**config.mk**
```make
export PLATFORM = sky130hd
export DESIGN_NAME = ctrl_div
export DESIGN_NICKNAME = d
export VERILOG_FILES = /design/src/rtl/div_pkg.sv /design/src/rtl/div_passo.sv /design/src/rtl/ctrl_div.sv
export SDC_FILE = /design/constraint.sdc
export NUM_CORES = 1
export LEC_CHECK = 0
export BUFFER_PORTS_ARGS = -buffer_cell sky130_fd_sc_hd__buf_2
export CAP_MARGIN = 40
export CORE_MARGIN = 3
export CORE_UTILIZATION = 40
export DETAILED_ROUTE_END_ITERATION = 8
export GPL_TIMING_DRIVEN = 0
export PLACE_DENSITY = 0.66
export SKIP_LAST_GASP = 1
export SLEW_MARGIN = 10
export SYNTH_ARGS = -nofsm -noshare
export SYNTH_HDL_FRONTEND = slang
export SYNTH_HIERARCHICAL = 1
export SYNTH_SLANG_ARGS = --single-unit
export TNS_END_PERCENT = 10
```
**constraint.sdc**
```tcl
create_clock -name clk -period 3.1 [get_ports clk]
set_clock_uncertainty 0.1 [all_clocks]
set_input_delay 0.62 -clock clk [delete_from_list [all_inputs] [get_ports clk]]
set_output_delay 0.62 -clock clk [all_outputs]
set_load 0.005 [all_outputs]
```
**src/rtl/div_pkg.sv**
```systemverilog
// Shared definitions for the restoring divider: the controller state type, the
// default width, the divide-by-zero quotient and a helper for the step counter width.
package div_pkg;

   localparam int DIV_N = 8;

   // Wider than any practical N; the user truncates it to its own width.
   localparam logic [63:0] QUOC_DIV0 = '1;

   typedef enum logic [1:0] {
      IDLE = 2'd0,
      CALC = 2'd1,
      DONE = 2'd2
   } state_t;

   function automatic int cnt_w(input int n);
      return (n > 1) ? $clog2(n) : 1;
   endfunction

endpackage

```
**src/rtl/div_passo.sv**
```systemverilog
// One restoring-division iteration: shift the next dividend bit into the partial
// remainder and subtract the divisor when it fits.
module div_passo
   import div_pkg::*;
#(
   parameter int N = DIV_N
) (
   input  logic [N-1:0] i_r,
   input  logic [N-1:0] i_a,
   input  logic [N-1:0] i_d,
   output logic [N:0]   o_r_next,
   output logic [N-1:0] o_a_next
);

   logic [N:0] w_rs;
   logic [N:0] w_diff;
   logic       w_ge;

   // The partial remainder never exceeds N bits between steps, so the shift
   // needs one extra bit only for the compare and subtract.
   assign w_rs     = {i_r, i_a[N-1]};
   assign w_diff   = w_rs - {1'b0, i_d};
   assign w_ge     = (w_rs >= {1'b0, i_d});
   assign o_r_next = w_ge ? w_diff : w_rs;
   assign o_a_next = {i_a[N-2:0], w_ge};

endmodule

```
**src/rtl/ctrl_div.sv**
```systemverilog
// Sequencer for an iterative unsigned divider: one quotient bit per clock, start/busy
// handshake, divide-by-zero short-circuit and a one-cycle completion strobe.
//
//   state | meaning
//   IDLE  | waiting for start
//   CALC  | iterating, one quotient bit per edge
//   DONE  | result valid, fim_div high; start here is accepted back-to-back
module ctrl_div
   import div_pkg::*;
#(
   parameter int N = DIV_N
) (
   input  logic         clk,
   input  logic         rst,
   input  logic         start,
   input  logic [N-1:0] dividendo,
   input  logic [N-1:0] divisor,
   output logic [N-1:0] quoc,
   output logic [N:0]   rest,
   output logic         fim_div,
   output logic         busy,
   output logic         erro_div0
);

   localparam int CNT_W = cnt_w(N);

   state_t           r_state;
   logic [N-1:0]     r_a;
   logic [N-1:0]     r_d;
   logic [N-1:0]     r_r;
   logic [CNT_W-1:0] r_cnt;
   logic [N-1:0]     r_quoc;
   logic [N:0]       r_rest;
   logic             r_erro;

   logic [N:0]       w_r_next;
   logic [N-1:0]     w_a_next;

   div_passo #(.N(N)) u_passo (
      .i_r      (r_r),
      .i_a      (r_a),
      .i_d      (r_d),
      .o_r_next (w_r_next),
      .o_a_next (w_a_next)
   );

   always_ff @(posedge clk or negedge rst) begin
      if (!rst) begin
         r_state <= IDLE;
         r_a     <= '0;
         r_d     <= '0;
         r_r     <= '0;
         r_cnt   <= '0;
         r_quoc  <= '0;
         r_rest  <= '0;
         r_erro  <= 1'b0;
      end else begin
         case (r_state)
            IDLE, DONE: begin
               if (start) begin
                  if (divisor != '0) begin
                     r_a     <= dividendo;
                     r_d     <= divisor;
                     r_r     <= '0;
                     r_cnt   <= '0;
                     r_erro  <= 1'b0;
                     r_state <= CALC;
                  end else begin
                     r_quoc  <= N'(QUOC_DIV0);
                     r_rest  <= {1'b0, dividendo};
                     r_erro  <= 1'b1;
                     r_state <= DONE;
                  end
               end else begin
                  r_state <= IDLE;
               end
            end
            CALC: begin
               r_a   <= w_a_next;
               r_r   <= w_r_next[N-1:0];
               r_cnt <= r_cnt + CNT_W'(1);
               if (r_cnt == CNT_W'(N-1)) begin
                  r_quoc  <= w_a_next;
                  r_rest  <= w_r_next;
                  r_state <= DONE;
               end
            end
            default: r_state <= IDLE;
         endcase
      end
   end

   assign quoc      = r_quoc;
   assign rest      = r_rest;
   assign erro_div0 = r_erro;
   assign fim_div   = (r_state == DONE);
   assign busy      = (r_state == CALC);

endmodule
```
After elaboration in Yosys (flattened, before gate mapping). Cells that the tools add are included.

Register bits: 47. Output and inout port bits: 20. Input bits: 19.

$lt $le $gt $ge: 1. $add $sub $neg: 2. Eq/ne operators: 7. Reductions and logical operators: 8. Mux-type cells: 23.

Operators by type and width (number): $mux W8 (7); $pmux W8 S2 (3); $mux W9 (4); $pmux W9 S2 (1); $ge A9 B8 Y1 (1); $sub A9 B8 Y9 (1); $reduce_bool A8 Y1 (1); $mux W2 (3); $mux W3 (2); $ne A2 B2 Y1 const B (3); $pmux W3 S2 (1); $reduce_and A3 Y1 (2); $pmux W2 S2 (1); $reduce_and A4 Y1 (1); $add A3 B1 Y3 const B (1); $eq A3 B3 Y1 const B (1); $eq A2 B1 Y1 const B (1); $eq A2 B2 Y1 const B (1); $logic_not A2 Y1 (1); $ne A2 B1 Y1 const B (1); $reduce_and A2 Y1 (1); $reduce_bool A2 Y1 (1); $reduce_or A2 Y1 (1); $mux W1 (1).

Depth between registers and ports, before layout.
Depth after elaboration: 4. Depth in mapped cells: 10. Mapped depth without buffers: 10.

By module. Netlist, hierarchy kept.

By module, submodules not included: ctrl_div (cells an instance 181, area an instance 2118.3 µm², seq. area each 1176.1 µm², instances 1); div_passo (cells an instance 84, area an instance 606.8 µm², seq. area each 0.0 µm², instances 1).

Worst setup path after synthesis. OpenSTA, ideal clock, no wires.

Path type: register -> register. Start point: register r_r[3]. End point: register r_a[0]. Arrival time: 2.394 ns. Slack: 0.481 ns. Period minus slack after synthesis: 2.619 ns. Path buffers: 2. Stages on the path, launching flop included: 10. Path through: dfrtp_1 > ha_1 > a21o_1 > o21bai_1 > a211o_1 > or2_1 > buf_6 > buf_4 > mux2_2 > mux2_2.

Word-level cells in the longest chain between the ends: 2.

Ends and longest elaborated chain: start: declaration (RTL line ctrl_div.sv:30) `logic [N-1:0] r_r;`; start signal: assignment (RTL line ctrl_div.sv:80) `r_r <= w_r_next[N-1:0];`; $ge A9 B8 Y1 (RTL line div_passo.sv:23) `assign w_ge = (w_rs >= {1'b0, i_d});`; via u_passo.w_ge (RTL line div_passo.sv:17) `logic w_ge;`; $pmux W8 S2 (RTL line ctrl_div.sv:58) `case (r_state)`; end signal: assignment (RTL line ctrl_div.sv:62) `r_a <= dividendo;`; end signal: assignment (RTL line ctrl_div.sv:79) `r_a <= w_a_next;`; end: declaration (RTL line ctrl_div.sv:28) `logic [N-1:0] r_a;`.

The timed path passes the listed nets, and every way through them passes these cells. A chain may end at the register's enable or synchronous reset.

Worst setup path after layout. Ends and elaborated chain as after synthesis.

==> flow_metrics.env <==
export IMPL_fill_cells=637
export IMPL_syn_area_per_cell_um2=10.28
export IMPL_place_congestion=0.8475
export IMPL_drive_above_1_share_pct=31.73
export IMPL_outcome="completed"
export IMPL_routed_wirelength_um=6128
export IMPL_seq_area_um2=1176
export IMPL_holdWs_ns=0.08448
export IMPL_ir_drop_v=0.0005742
export IMPL_synth_flop_cell="dfrtp_1"
export IMPL_hold_buffers=0
export IMPL_row_count=29
export IMPL_synthesis_nets=295
export IMPL_cp_max_fo=8
export IMPL_diodes=0
export IMPL_die_w_um=88.54
export IMPL_grt_pass1_vias=1916
export IMPL_yosys_warnings=6
export IMPL_layout_commonest_cell="dfrtp_1"
export IMPL_portBuffers=38
export IMPL_wl_per_cell_um=15.75
export IMPL_cts_resized=0
export IMPL_critPathKind="reg -> reg"
export IMPL_firstDrtPassIters=4
export IMPL_path_clk_slew_ns=0.10
export IMPL_syn_area_um2=2725
export IMPL_ctsLongestPathBuffers=2
export IMPL_required_ns=3.20
export IMPL_finalCritPeriodShare_pct=89.79
export IMPL_grt_max_degree=37
export IMPL_area_growth_pct=15.38
export IMPL_ys_seq_elements=47
export IMPL_leakage_nw=1.509
export IMPL_fmax_mhz=359.3
export IMPL_final_nets=341
export IMPL_relSlewSlack_pct=46.60
export IMPL_dieArea_um2=7839
export IMPL_insertion_delay_ns=0.30
export IMPL_mostFrequentLayoutCells="dfrtp_1 (47), buf_2 (40), nor2_1 (29), nand2_1 (25), mux2_2 (16)"
export IMPL_slew_violations=0
export IMPL_arrival_ns=2.89
export IMPL_htree_levels=2
export IMPL_grt_pass1_wl_um=9535
export IMPL_min_period_ns=2.784
export IMPL_cts_inserted_buffers=5
export IMPL_core_um2=6459
export IMPL_antenna_found_initial=0
export IMPL_track_usage_pct=15.92
export IMPL_hold_path_class="in -> async"
export IMPL_drc=0
export IMPL_multi_input_area_um2=1343
export IMPL_post_cts_setup_buffer_count=0
export IMPL_placed_cells=381
export IMPL_cts_root_buffer="clkbuf_8"
export IMPL_ant_nets=0
export IMPL_syn_inst=265
export IMPL_power_density_nw_per_um2=1279
export IMPL_io_pins=39
export IMPL_fin_cells=389
export IMPL_yosysSeqAreaShare_pct=43.16
export IMPL_dp_hpwl_um=4626
export IMPL_hold_viol=0
export IMPL_drv_cap=0
export IMPL_vias=2055
export IMPL_cts_tree="done"
export IMPL_vias_per_cell=5.283
export IMPL_die_height_um=88.54
export IMPL_setup_viol=0
export IMPL_cts_sink_count=47
export IMPL_crit_path_end_kind="flop"
export IMPL_ys_types=55
export IMPL_initial_utilization_pct=42.19
export IMPL_tns_ns=0
export IMPL_drtIter0Drc=130
export IMPL_rsz0062_at_grt="false"
export IMPL_async_flop_share_pct=100.0
export IMPL_gr_total_overflow=0
export IMPL_tightest_slew_ns=0.7962
export IMPL_start_kind="flop"
export IMPL_synth_edff_count=0
==> layer usage <==
layer | global-route usage [%] | vias up | routed length (um)
met1 | 24.18 | 1004 | 3143
met4 | 4.121 | 0 | 38
li1 | - | 1004 | -
met3 | 2.886 | 5 | 191
met5 | 0 | - | 0
met2 | 23.32 | 42 | 2754
==> cell families (layout without fill, tap and decap cells) <==
group | after synthesis | after routing | share of synthesized area [%]
and+or+nand+nor | 77 | 77 | 12.95
AOI/OAI and AO/OA | 55 | 55 | 13.68
DFF | 47 | 47 | 43.16
muxes | 37 | 37 | 16.35
buffers and inverters | 35 | 82 | 7.575
adders and majority gates | 11 | 11 | 5.326
xor gates and xnor gates | 3 | 3 | 0.9644
==> report_power, final <==
| part | leakage (nW) | switching (mW) | internal (mW) |
|---|---|---|---|
| combinational | 0.904 | 1.22 | 1.23 |
| sequential | 0.547 | 0.200 | 0.919 |
| clock | 0.0581 | 0.217 | 0.240 |
| total | 1.51 | 1.63 | 2.39 |
==> cell usage after synthesis (all sizes together) (2+ instances only) <==
master	count	area (um2)
inv	13	48.80
a21o	2	16.27
nor2b	2	12.51
xnor2	2	17.52
nand2b	5	31.28
a22oi	8	65.06
o21bai	2	15.01
clkbuf	6	23.77
mux2i	10	100.1
o21ai	15	75.07
or4	2	18.77
dfrtp	47	1176
or2	2	12.52
mux2	27	345.3
nor2	29	108.9
nor3	4	20.02
nand2	25	93.84
buf	15	130.1
a21oi	14	77.58
ha	10	125.1
==> area by class of cell <==
class / count / share of cell area, %
inverter: 14 / 1.671
multi-input combinational: 183 / 42.70
clock buffer: 5 / 2.189
sequential: 47 / 37.41
tap: 77 / 3.064
buffer: 21 / 4.895
clock inverter: 3 / 1.393
timing repair buffer: 39 / 6.685
==> registers in the layout (all words and copies together), names as in the netlist <==
register,flops
r_a,8
erro_div0,1
quoc,8
r_r,8
r_state,2
r_cnt,3
rest,9
r_d,8
==> worst max-delay path, stage by stage (launching register included) <==
cell and delay, ns:
dfrtp_1 0.41, ha_1 0.35, a21o_1 0.23, o21bai_1 0.16, a211o_1 0.38, or2_1 0.27
buf_6 0.15, buf_4 0.14, mux2_2 0.25, mux2_2 0.25
==> through the flow <==
step / setup slack (ns) / utilization [%] / total power, mW / cell area [um2]
finish: 0.3164 / 48.68 / 4.020 / 3144
global route: 0.1634 / 48.68 / 4.347 / 3144
CTS: 0.3291 / 48.68 / 4.035 / 3144
detailed placement: 0.3397 / 46.94 / 3.565 / 3032
global placement: 0.3484 / 46.63 / 3.479 / 3012
floorplan: 0.4812 / - / 2.972 / 2725
==> worst paths after layout <==
check	start	to	slack, ns	depth (start not counted)
worst max-delay path	r_r[3]	r_a[0]	0.32	9
worst min-delay path	rst	quoc[6]	0.08	1
worst max register to register	r_r[3]	r_a[0]	0.32	9
worst min register to register	erro_div0	erro_div0	0.40	2
max in group asynchronous	rst	r_state[1]	2.32	2
min in group clk	erro_div0	erro_div0	0.40	2
Power figures use the tool's default switching activity.
